`config.mk`:
```
export PLATFORM = sky130hd
export DESIGN_NAME = alu_issue_decoder
export DESIGN_NICKNAME = d
export VERILOG_FILES = /design/src/rtl/alu_issue_decoder.sv
export SDC_FILE = /design/constraint.sdc
export NUM_CORES = 1
export LEC_CHECK = 0
export ABC_AREA = 1
export BUFFER_PORTS_ARGS = -buffer_cell sky130_fd_sc_hd__buf_2
export CORE_UTILIZATION = 42
export DETAILED_ROUTE_END_ITERATION = 6
export GPL_ROUTABILITY_DRIVEN = 0
export PLACE_DENSITY = 0.73
export SLEW_MARGIN = 20
export SYNTH_ARGS = -nofsm -noshare
export SYNTH_HDL_FRONTEND = slang
export SYNTH_SLANG_ARGS = --single-unit
```
`constraint.sdc`:
```
create_clock -name clk -period 1.8 [get_ports clk]
set_input_delay 0.18 -clock clk [delete_from_list [all_inputs] [get_ports clk]]
set_output_delay 0.18 -clock clk [all_outputs]
set_load 0.005 [all_outputs]
```
`src/rtl/alu_issue_decoder.sv`:
```
// RV32I ALU decode/issue stage: decodes R-type and I-type ALU instructions
// into an ALU opcode and operand pair behind a single registered output
// stage with a valid/ready handshake. Unsupported encodings still flow
// through the pipe, flagged as illegal, and are counted.
module alu_issue_decoder #(
  parameter int CNT_W = 16
) (
  input  logic             clk,
  input  logic             rst_n,
  input  logic             in_valid,
  output logic             in_ready,
  input  logic [31:0]      instr,
  input  logic [31:0]      rs1_data,
  input  logic [31:0]      rs2_data,
  output logic             out_valid,
  input  logic             out_ready,
  output logic [5:0]       opcode,
  output logic [31:0]      operand_0,
  output logic [31:0]      operand_1,
  output logic [4:0]       rd,
  output logic             rd_we,
  output logic             illegal,
  output logic [CNT_W-1:0] illegal_count
);

  localparam logic [5:0] OP_ADD = 6'd0;
  localparam logic [5:0] OP_SUB = 6'd1;
  localparam logic [5:0] OP_AND = 6'd2;
  localparam logic [5:0] OP_OR  = 6'd3;
  localparam logic [5:0] OP_XOR = 6'd4;
  localparam logic [5:0] OP_SLL = 6'd6;
  localparam logic [5:0] OP_SRL = 6'd7;
  localparam logic [5:0] OP_SRA = 6'd8;

  localparam logic [6:0] MAJ_OP    = 7'b0110011;
  localparam logic [6:0] MAJ_OPIMM = 7'b0010011;
  localparam logic [6:0] F7_BASE   = 7'b0000000;
  localparam logic [6:0] F7_ALT    = 7'b0100000;

  logic [6:0]  maj;
  logic [2:0]  f3;
  logic [6:0]  f7;
  logic [31:0] imm_i;
  logic [31:0] shamt;

  logic [5:0]  dec_op;
  logic [31:0] dec_a;
  logic [31:0] dec_b;
  logic        dec_ill;
  logic        accept;

  logic             out_valid_q, out_valid_d;
  logic [5:0]       opcode_q, opcode_d;
  logic [31:0]      operand_0_q, operand_0_d;
  logic [31:0]      operand_1_q, operand_1_d;
  logic [4:0]       rd_q, rd_d;
  logic             rd_we_q, rd_we_d;
  logic             illegal_q, illegal_d;
  logic [CNT_W-1:0] cnt_q, cnt_d;

  assign maj   = instr[6:0];
  assign f3    = instr[14:12];
  assign f7    = instr[31:25];
  assign imm_i = {{20{instr[31]}}, instr[31:20]};
  assign shamt = {27'b0, instr[24:20]};

  // Instruction decode; anything unmatched stays illegal with zero operands.
  always_comb begin
    dec_op  = OP_ADD;
    dec_a   = '0;
    dec_b   = '0;
    dec_ill = 1'b1;
    if (maj == MAJ_OP) begin
      dec_ill = 1'b0;
      unique case ({f7, f3})
        {F7_BASE, 3'b000}: dec_op = OP_ADD;
        {F7_BASE, 3'b001}: dec_op = OP_SLL;
        {F7_BASE, 3'b100}: dec_op = OP_XOR;
        {F7_BASE, 3'b101}: dec_op = OP_SRL;
        {F7_BASE, 3'b110}: dec_op = OP_OR;
        {F7_BASE, 3'b111}: dec_op = OP_AND;
        {F7_ALT,  3'b000}: dec_op = OP_SUB;
        {F7_ALT,  3'b101}: dec_op = OP_SRA;
        default:           dec_ill = 1'b1;
      endcase
      if (!dec_ill) begin
        dec_a = rs1_data;
        dec_b = rs2_data;
      end
    end else if (maj == MAJ_OPIMM) begin
      dec_ill = 1'b0;
      dec_b   = imm_i;
      unique case (f3)
        3'b000: dec_op = OP_ADD;
        3'b100: dec_op = OP_XOR;
        3'b110: dec_op = OP_OR;
        3'b111: dec_op = OP_AND;
        3'b001: begin
          dec_op  = OP_SLL;
          dec_b   = shamt;
          dec_ill = (f7 != F7_BASE);
        end
        3'b101: begin
          dec_op  = (f7 == F7_ALT) ? OP_SRA : OP_SRL;
          dec_b   = shamt;
          dec_ill = (f7 != F7_BASE) && (f7 != F7_ALT);
        end
        default: dec_ill = 1'b1;
      endcase
      if (dec_ill) begin
        dec_op = OP_ADD;
        dec_b  = '0;
      end else begin
        dec_a = rs1_data;
      end
    end
  end

  assign in_ready = !out_valid_q || out_ready;
  assign accept   = in_valid && in_ready;

  // Output register next-state: load on accept, drop valid on drain, else hold.
  always_comb begin
    out_valid_d = out_valid_q;
    opcode_d    = opcode_q;
    operand_0_d = operand_0_q;
    operand_1_d = operand_1_q;
    rd_d        = rd_q;
    rd_we_d     = rd_we_q;
    illegal_d   = illegal_q;
    cnt_d       = cnt_q;
    if (accept) begin
      out_valid_d = 1'b1;
      opcode_d    = dec_op;
      operand_0_d = dec_a;
      operand_1_d = dec_b;
      rd_d        = instr[11:7];
      rd_we_d     = !dec_ill && (instr[11:7] != 5'd0);
      illegal_d   = dec_ill;
      if (dec_ill && (cnt_q != {CNT_W{1'b1}}))
        cnt_d = cnt_q + CNT_W'(1);
    end else if (out_ready) begin
      out_valid_d = 1'b0;
    end
  end

  // State registers with synchronous active-low reset.
  always_ff @(posedge clk) begin
    if (!rst_n) begin
      out_valid_q <= 1'b0;
      opcode_q    <= '0;
      operand_0_q <= '0;
      operand_1_q <= '0;
      rd_q        <= '0;
      rd_we_q     <= 1'b0;
      illegal_q   <= 1'b0;
      cnt_q       <= '0;
    end else begin
      out_valid_q <= out_valid_d;
      opcode_q    <= opcode_d;
      operand_0_q <= operand_0_d;
      operand_1_q <= operand_1_d;
      rd_q        <= rd_d;
      rd_we_q     <= rd_we_d;
      illegal_q   <= illegal_d;
      cnt_q       <= cnt_d;
    end
  end

  assign out_valid     = out_valid_q;
  assign opcode        = opcode_q;
  assign operand_0     = operand_0_q;
  assign operand_1     = operand_1_q;
  assign rd            = rd_q;
  assign rd_we         = rd_we_q;
  assign illegal       = illegal_q;
  assign illegal_count = cnt_q;

endmodule

```
==> summary.txt, run 1 <==
Clocking
  • Post-CTS Hold Fix Bufs: 0
  • Num CTS Buffers: 9
  • # H-tree levels: 3
  • Clock Latency Late Sink: 0.36 ns
  • CTS sink cnt: 92
  • Post-CTS Setup Bufs: 0
  • Worst-path clk slew: 0.10 ns
  • Max Root-Sink Buffers: 2
  • CTS tree: yes
  • Clock root buffer: clkbuf_8

Power and ir drop
  • VDD IR-drop max: 0.383 mV
  • Pwr Density: 735 nW/um^2
  • Lkg Pwr: 2.64 nW
  • Power Total: between 3 and 4 mW

Cells and area
  • Area delta synth->final: 31.2%
  • Commonest non-fill, non-tap cell in the layout: buf_2
  • Layout cell share with drive strength beyond 1: about 30%
  • Antenna cells: 0
  • Most frequent cells in the layout: 187 x buf_2, 139 x nand2_1, 91 x dfxtp_1
  • Final nets: between 800 and 900

Hold path
  • Worst hold start: rs2_data[15]
  • HP Class: in2reg

Die
  • Starting density of the core: between 40% and 50%
  • # IOs: 195
  • Die ar.: 10300 sq um
  • Core box area: 9420 sq um
  • Die height: 101 um
  • Num rows: 35
  • Die span in x: 101 um

Drt
  • Vias per inst: 4.94
  • DRT iter0 DRCs: 156
  • Avg WL per Cell: 12.8 um
  • Remaining DRCs: 0
  • Vias: 4482
  • Overall routed net length: between 10000 and 15000 um
  • DRT antenna net count: 0
  • DRT Pass-1 Iters: 4

Run status
  • Status: completed

Critical path
  • Worst R2R End: illegal_count[14]
  • Critical path startpoint: illegal_count[0]
  • Crit start category: flop
  • R2r startpoint: illegal_count[0]
  • Crit path DAT: 1.88 ns
  • WS Path Type: reg2reg
  • Critical Path Sink: illegal_count[14]
  • Crit end category: flop
  • Required time of the worst setup path: 2.05 ns
  • Worst-path fanout max: 3
  • FF-to-FF setup slack: about 0.17 ns
  • Worst R2R Path Depth: 10

GRT
  • Antenna violations before repair: 0
  • First-pass GRT wire length: 18500 um
  • Vias in the first global route: 4102
  • GRT Total Usage: 22.8%
  • Largest net degree at the start of global routing: 46
  • Grt total ovfl: 0

Place
  • Hpwl dp: 8580 um
  • Setup WS pre-CTS: -0.158 ns
  • I/O Buffers: 187

STA
  • Fin crit share: between 90 and 100%
  • RSZ-0062 raised after global routing: no
  • Max Clock Freq: 612 MHz
  • Final slew viol count: 0
  • Clock Skews: 0.00814 ns
  • Tmin final: 1.63 ns
  • Setup ws final: 0.167 ns
  • Hold Vio Cnt, Final: 0
  • Final setup vio count: 0

Job
  • Max Cap Viol: 0

Yosys
  • Top cells by area in the synthesized netlist: dfxtp_1 44%, nand2_1 13%, a21oi_1 8.1%
  • Sequential fraction of the synthesis area: 44.4%
  • Cell area after synthesis: 4150 sq um
  • Synth unique cells: 30
  • Syn_area_per_cell: 7.01 sq um
  • Mapped Cells: 591
  • Yosys reg bits: 92
  • Yosys top cell area share: about 44%
  • Syn. warnings: 0
  • Post-synth top area cell: dfxtp_1
==> timing repair <==
item / 4_1_cts / 5_1_grt
setup endpoints to repair: 0 / 15
hold endpoints to repair: 0 / 0
gates resized for setup: 0 / 3
==> synthesized netlist by cell type (all sizes together) <==
cell type	number
a2111o	1
a21oi	67
a22oi	1
a31oi	12
buf	15
clkbuf	22
clkinv	2
conb	1
dfxtp	92
ha	1
inv	55
nand2	140
nand3	48
nand4	11
nor2	55
nor3	7
o211a	1
o21ai	43
o21bai	10
o311ai	1
or2	1
xnor2	1
xor2	4
==> worst min-delay path by stage <==
stage,to,slack (ns),depth (start not counted)
after floorplan,operand_1[13],0.33,2
after global placement,operand_1[15],0.44,3
after detailed placement,operand_1[20],0.44,3
after CTS,operand_1[20],0.04,3
after global routing,operand_1[26],0.04,3
final,operand_1[15],0.06,3
==> cells by family after synthesis <==
family / Yosys count / synth area share [%]
other: 1 / 0.0905
adders and majority gates: 1 / 0.302
and+or+nand+nor: 262 / 26.4
buffers and inverters: 94 / 9.96
AOI/OAI and AO/OA: 136 / 17.8
DFF: 92 / 44.4
xor gates and xnor gates: 5 / 1.06
==> per-stage QoR <==
stage / area [sq um] / TNS [ns] / utilization [%] / instances / hold WS [ns]
after CTS: 5430 / 0 / 57.7 / 908 / 0.0392
after global placement: 5250 / -0.893 / 55.7 / 892 / 0.435
after detailed placement: 5250 / -7.49 / 55.7 / 892 / 0.440
after global routing: 5440 / 0 / 57.8 / 908 / 0.0410
after floorplan: 4150 / 0 / - / 592 / 0.325
final: 5440 / 0 / 57.8 / 908 / 0.0563
==> layer usage <==
metal  vias to the layer above  part of all wire [%]  wire (um)  GRT usage (%)
met1                      2001                    42       4920           26.5
met4                         0                   2.0        238           9.14
met5                         -                     0          0              0
met3                        25                   6.3        729           5.38
li1                       2292                     -          -              -
met2                       164                    49       5720           40.3
==> worst max-delay path, stage by stage, from the launching register on <==
cell and delay (ns):
dfxtp_2 0.36, ha_1 0.16, nand2_1 0.09, nor3_2 0.18, nand2_2 0.11, nor2_1 0.14, nand2_1 0.07, inv_1 0.06
nand4_1 0.12, o21bai_1 0.17, nor2_1 0.06
==> state kept, by name, summed over array words and instances, names as in the netlist <==
name           cells
illegal            1
rd_we              1
illegal_count     16
rd                 5
out_valid          1
operand_0         32
operand_1         32
opcode             4
==> final cells by class <==
type                       instances  area [sq um]
timing repair buffer             208          1130
inverter                          57           219
clock inverter                     6          56.3
clock buffer                      10           128
multi-input combinational        406          1900
tap                              129           161
sequential                        92          1840
fill                             906          3980
==> power breakdown <==
| group | switching, mW | leakage [nW] | total (mW) | internal, mW |
|---|---|---|---|---|
| clock | 0.798 | 0.0913 | 1.33 | 0.535 |
| combinational | 0.287 | 1.80 | 0.515 | 0.228 |
| sequential | 0.0417 | 0.751 | 2.15 | 2.11 |
| total | 1.13 | 2.64 | 4.00 | 2.87 |
Power figures use the tool's default switching activity.
==> run 2: changes to the inputs <==
CELL_PAD_IN_SITES_DETAIL_PLACEMENT = 1   (was unset)
CELL_PAD_IN_SITES_GLOBAL_PLACEMENT = 2   (was unset)
CORE_UTILIZATION = 21   (was 42)
PLACE_DENSITY = 0.72   (was 0.73)
SETUP_SLACK_MARGIN = 0.15   (was unset)
==> run 2 against run 1 <==
  * Combinational power grew 17%
  * Global-route usage shrank 8.1 points
  * Non-clock buffer count grew 33
  * Final cell count grew 19%
  * Clock power grew 53%
  * Flip-flop and latch count is the same
  * Design area grew 13%
  * Power grew 20%
  * Critical path depth grew 1
  * Routed wire length grew 26%
  * Largest power group unchanged
==> summary.txt, run 2 (synthesis gave the netlist of run 1 again) <==
Clocking
  • Max Root-Sink Buffers: 2
  • Clock Latency Late Sink: 0.35 ns
  • Num CTS Buffers: 9
  • Worst-path clk slew: 0.07 ns
  • Clock root buffer: clkbuf_16
  • CTS tree: yes
  • Post-CTS Hold Fix Bufs: 0
  • # H-tree levels: 3
  • CTS sink cnt: a little over 90

Drt
  • DRT iter0 DRCs: 183
  • Vias: 4595
  • Vias per inst: 4.27
  • DRT antenna net count: 0
  • DRT Pass-1 Iters: 6
  • Overall routed net length: 14600 um
  • Remaining DRCs: 0
  • Avg WL per Cell: 13.6 um

Critical path
  • Worst-path fanout max: 7
  • WS Path Type: reg2reg
  • FF-to-FF setup slack: about 0.16 ns
  • Crit path DAT: 1.92 ns
  • Crit start category: flop
  • Crit path cell chain: ha_4 > nand2_4 > nor3_4 > nand2_2 > nor2_4 > inv_1 > nand4_1 > buf_6 > clkbuf_16 > nand2_1 > a21oi_1
  • Crit end category: flop
  • Required time of the worst setup path: 2.08 ns
  • Delay of the slowest cell on the worst path: 0.37 ns
  • Slowest CP cell: dfxtp_4

Die
  • Num rows: 51
  • # IOs: roughly 200
  • Die span in x: 142 um
  • Die ar.: between 20000 and 25000 sq um
  • Starting density of the core: 21.4%
  • Die height: 142 um
  • Core box area: between 15000 and 20000 sq um

GRT
  • Grt total ovfl: 0
  • First-pass GRT wire length: between 20000 and 25000 um
  • Antenna violations before repair: 0
  • Vias in the first global route: ~4600
  • Largest net degree at the start of global routing: 48
  • GRT Total Usage: 14.7%

Cells and area
  • Layout cell share with drive strength beyond 1: 34.6%
  • Area delta synth->final: 48.3%
  • Fill cells: ~2500
  • Commonest non-fill, non-tap cell in the layout: buf_2
  • Antenna cells: 0
  • Most frequent cells in the layout: 187 x buf_2, 136 x nand2_1, 88 x dfxtp_1
  • Final nets: 908

STA
  • Setup ws final: 0.163 ns
  • Max Clock Freq: about 600 MHz
  • Hold Vio Cnt, Final: 0
  • Clock Skews: 0.00959 ns
  • Final slew viol count: 0
  • Setup_tns: 0 ns
  • Fin crit share: 90.9%
  • RSZ-0062 raised after global routing: yes
  • Final setup vio count: 0
  • Tmin final: 1.64 ns

Place
  • Hpwl dp: 10500 um
  • I/O Buffers: 187
  • Setup WS pre-CTS: -0.135 ns

Job
  • Max Cap Viol: 0

Power and ir drop
  • VDD IR-drop max: 0.394 mV
  • Pwr Density: 780 nW/um^2
  • Lkg Pwr: ~2.9 nW
  • Power Total: about 4.8 mW

Hold path
  • HP Class: in2reg

Run status
  • Status: completed
==> run 2: changes by cell type in the layout (fill, tap and decap cells not counted), sizes merged <==
cell,delta
bufinv,+2
clkinv,+2
inv,-4
buf,+32
==> run 2: final timing paths <==
kind,from,endpoint,cells past startpoint
min,rs2_data[17],operand_1[17],3
max,illegal_count[0],illegal_count[12],11
max reg2reg,illegal_count[0],illegal_count[12],11
min reg2reg,operand_0[5],operand_0[5],2
==> run 2: repair_timing <==
| item | in CTS | in global routing |
|---|---|---|
| gates resized for setup | 3 | 24 |
| buffers inserted | 1 | 6 |
| cloned | 0 | 1 |
| endpoints found under the setup margin | 16 | 83 |
| pin swaps | 0 | 18 |
==> run 2: through the flow <==
stage | cells | instance area (sq um) | utilization [%] | hold slack, ns
6_report | 1076 | 6150 | 31.7 | 0.0802
5_1_grt | 1076 | 6150 | 31.7 | 0.0705
4_1_cts | 1069 | 6000 | 30.9 | 0.0609
3_5_place_dp | 1053 | 5670 | 29.2 | 0.439
3_3_place_gp | 1053 | 5670 | 29.2 | 0.437
2_1_floorplan | 592 | 4160 | - | 0.325
==> run 2: worst max-delay path, delay by kind of cell (launching register included) <==
kind | cells | cell delay (ns)
AOI/OAI and AO/OA | 1 | 0.11
adders and majority gates | 1 | 0.14
buffers and inverters | 3 | 0.32
DFF | 1 | 0.37
and+or+nand+nor | 6 | 0.64
==> run 2: power breakdown <==
part           switching (mW)  internal (mW)
Clock                   0.827           1.21
Combinational           0.320          0.280
Sequential             0.0412           2.11
==> run 2: layout make-up <==
cell class	instances	area, sq um	share of cell area [%]
flip-flops and latches	92	1850	30.1
inverters	57	231	3.76
repair buffers	241	1460	23.7
multi-input cells	406	1960	31.9
clock inverters	6	90.1	1.47
well taps	265	332	5.39
clock buffers	9	225	3.66
==> run 2: layer usage <==
| metal | GRT usage [%] | vias up | routed length [um] | share of wire (%) |
|---|---|---|---|---|
| li1 | - | 2354 | - | - |
| met1 | 18.9 | 2079 | 7010 | 48 |
| met2 | 22.8 | 151 | 6220 | 42 |
| met3 | 5.72 | 11 | 1290 | 8.8 |
| met4 | 3.40 | 0 | 121 | 0.83 |
| met5 | 0 | - | 0 | 0 |
==> run 3: changes to the inputs <==
PLACE_DENSITY = unset   (was 0.72)
PLACE_DENSITY_LB_ADDON = 0.1   (was unset)
==> run 3 against run 2 <==
  * Count of clock-buffer cells in the layout grew 2
  * Flip-flop and latch count is the same
  * Global-route usage grew 0.89 points
  * Design area shrank 0.20%
  * Routed wire length grew 5.9%
  * Worst setup slack gained 0.0049 ns
  * Critical path depth grew 1
  * Clock skew shrank 0.0034 ns
  * Highest routed layer unchanged
==> summary.txt, run 3 (synthesis gave the netlist of run 1 again) <==
Run status
  • Status: completed

STA
  • Setup_tns: 0 ns
  • Hold Vio Cnt, Final: 0
  • Transition time of the tightest slew-check pin: 0.546 ns
  • Tmin final: approximately 1.6 ns
  • Setup ws final: 0.168 ns
  • Min Hold Slack: just over 0.08 ns
  • RSZ-0062 raised after global routing: yes
  • Final setup vio count: 0
  • Max Clock Freq: roughly 600 MHz
  • Final slew viol count: 0
  • Clock Skews: 0.00615 ns
  • Slew Limit Headroom: between 60 and 70%
  • Fin crit share: 90.7%

Hold path
  • Worst hold start: rs2_data[14]
  • HP Class: in2reg

Drt
  • Vias: 4691
  • Overall routed net length: 15500 um
  • Vias per inst: 4.37
  • DRT Pass-1 Iters: 4
  • DRT iter0 DRCs: 156
  • DRT antenna net count: 0
  • Remaining DRCs: 0
  • Avg WL per Cell: 14.5 um

Clocking
  • Clock Latency Late Sink: 0.35 ns
  • CTS sink cnt: 92
  • # H-tree levels: 3
  • Clock root buffer: clkbuf_16
  • Max Root-Sink Buffers: 2
  • Post-CTS Hold Fix Bufs: 0
  • Num CTS Buffers: 9
  • CTS tree: yes
  • Worst-path clk slew: 0.07 ns

Power and ir drop
  • Lkg Pwr: 2.88 nW
  • VDD IR-drop max: 0.447 mV
  • Pwr Density: 766 nW/um^2

Place
  • Placed cell area: 5600 sq um
  • I/O Buffers: 187
  • Setup WS pre-CTS: -0.131 ns
  • Hpwl dp: 11300 um

Die
  • # IOs: 195
  • Die height: 142 um
  • Die span in x: 142 um
  • Starting density of the core: 21.4%
  • Core box area: between 15000 and 20000 sq um
  • Die ar.: 20300 sq um
  • Num rows: 51

Critical path
  • Worst-path fanout max: 7
  • Crit path cell chain: ha_4 > nand2_4 > nor3_4 > nand2_2 > nor2_4 > inv_2 > nand4_1 > buf_4 > buf_12 > nand2_2 > nand2_1 > nor2_1
  • Crit end category: flop
  • Delay of the slowest cell on the worst path: 0.35 ns
  • Required time of the worst setup path: 2.04 ns
  • Crit path DAT: between 1.5 and 2 ns
  • R2r startpoint: illegal_count[1]
  • WS Path Type: reg2reg
  • Cell mode on critical path: nand2_2
  • Critical path startpoint: illegal_count[1]
  • Slowest CP cell: dfxtp_2
  • Crit start category: flop

GRT
  • First-pass GRT wire length: 24600 um
  • Grt total ovfl: 0
  • GRT Total Usage: 15.6%
  • Vias in the first global route: ~4700
  • Antenna violations before repair: 1
  • Largest net degree at the start of global routing: 46

Cells and area
  • Layout cell share with drive strength beyond 1: 36.7%
  • Post-route design area: slightly above 6000 sq um
  • Final nets: 903
  • Register area: 1850 sq um
  • Area delta synth->final: 48.0%
  • Fill cells: 2455
  • Final Util: between 30% and 40%
  • Most frequent cells in the layout: 187 x buf_2, 127 x nand2_1, 87 x dfxtp_1
  • Area taken by multi-input logic gates: 2050 sq um
  • Commonest non-fill, non-tap cell in the layout: buf_2

Job
  • Max Cap Viol: 0
==> run 3: changes by cell type in the layout (fill, tap and decap cells not counted), sizes merged <==
cell	before	now
clkinv	4	2
inv	56	58
bufinv	2	1
buf	240	235
diode	0	1
clkbuf	10	12
==> run 3: final timing paths <==
kind / endpoint / slack (ns) / depth (start not counted)
max: illegal_count[13] / 0.17 / 12
min: operand_1[14] / 0.08 / 3
max reg2reg: illegal_count[13] / 0.17 / 12
min reg2reg: operand_0[10] / 0.46 / 2
==> run 3: where the power goes <==
part | leakage [nW] | total (mW) | switching [mW] | internal (mW)
Sequential | 0.753 | 2.15 | 0.0423 | 2.11
Clock | 0.141 | 1.94 | 0.854 | 1.09
Combinational | 1.99 | 0.602 | 0.334 | 0.269
Total | 2.88 | 4.70 | 1.23 | 3.47
==> run 3: worst max-delay path: cells and delay by family (launching register included) <==
kind	cells	cell delay, ns
adder cells (fa/ha/maj)	1	0.15
buffers and inverters	3	0.30
flip-flops	1	0.35
AND/OR/NAND/NOR	8	0.71
==> run 3: layer usage <==
metal	vias to the layer above	GRT usage (%)	wire, um
li1	2348	-	-
met1	2209	19.2	7040
met2	119	25.9	7310
met3	15	4.51	935
met4	0	5.04	222
met5	-	0	0
==> run 3: final cells by class <==
type / instances / share of cell area [%]
inverters: 57 / 3.57
diodes: 1 / 0.0408
multi-input cells: 406 / 33.4
repair buffers: 236 / 22.7
flip-flops and latches: 92 / 30.1
clock buffers: 11 / 3.79
well taps: 265 / 5.40
clock inverters: 5 / 0.979
==> run 3: repair_timing <==
action,CTS,global route
setup endpoints to repair,16,65
buffers inserted,6,2
resized for setup,7,42
cloned,1,0
pin swaps,3,27
==> run 3: per-stage QoR <==
stage / total power, mW / std cells
2_1_floorplan: 2.44 / 592
3_3_place_gp: 2.75 / 1047
3_5_place_dp: 2.77 / 1047
4_1_cts: 4.80 / 1070
5_1_grt: 4.96 / 1073
6_report: 4.70 / 1073
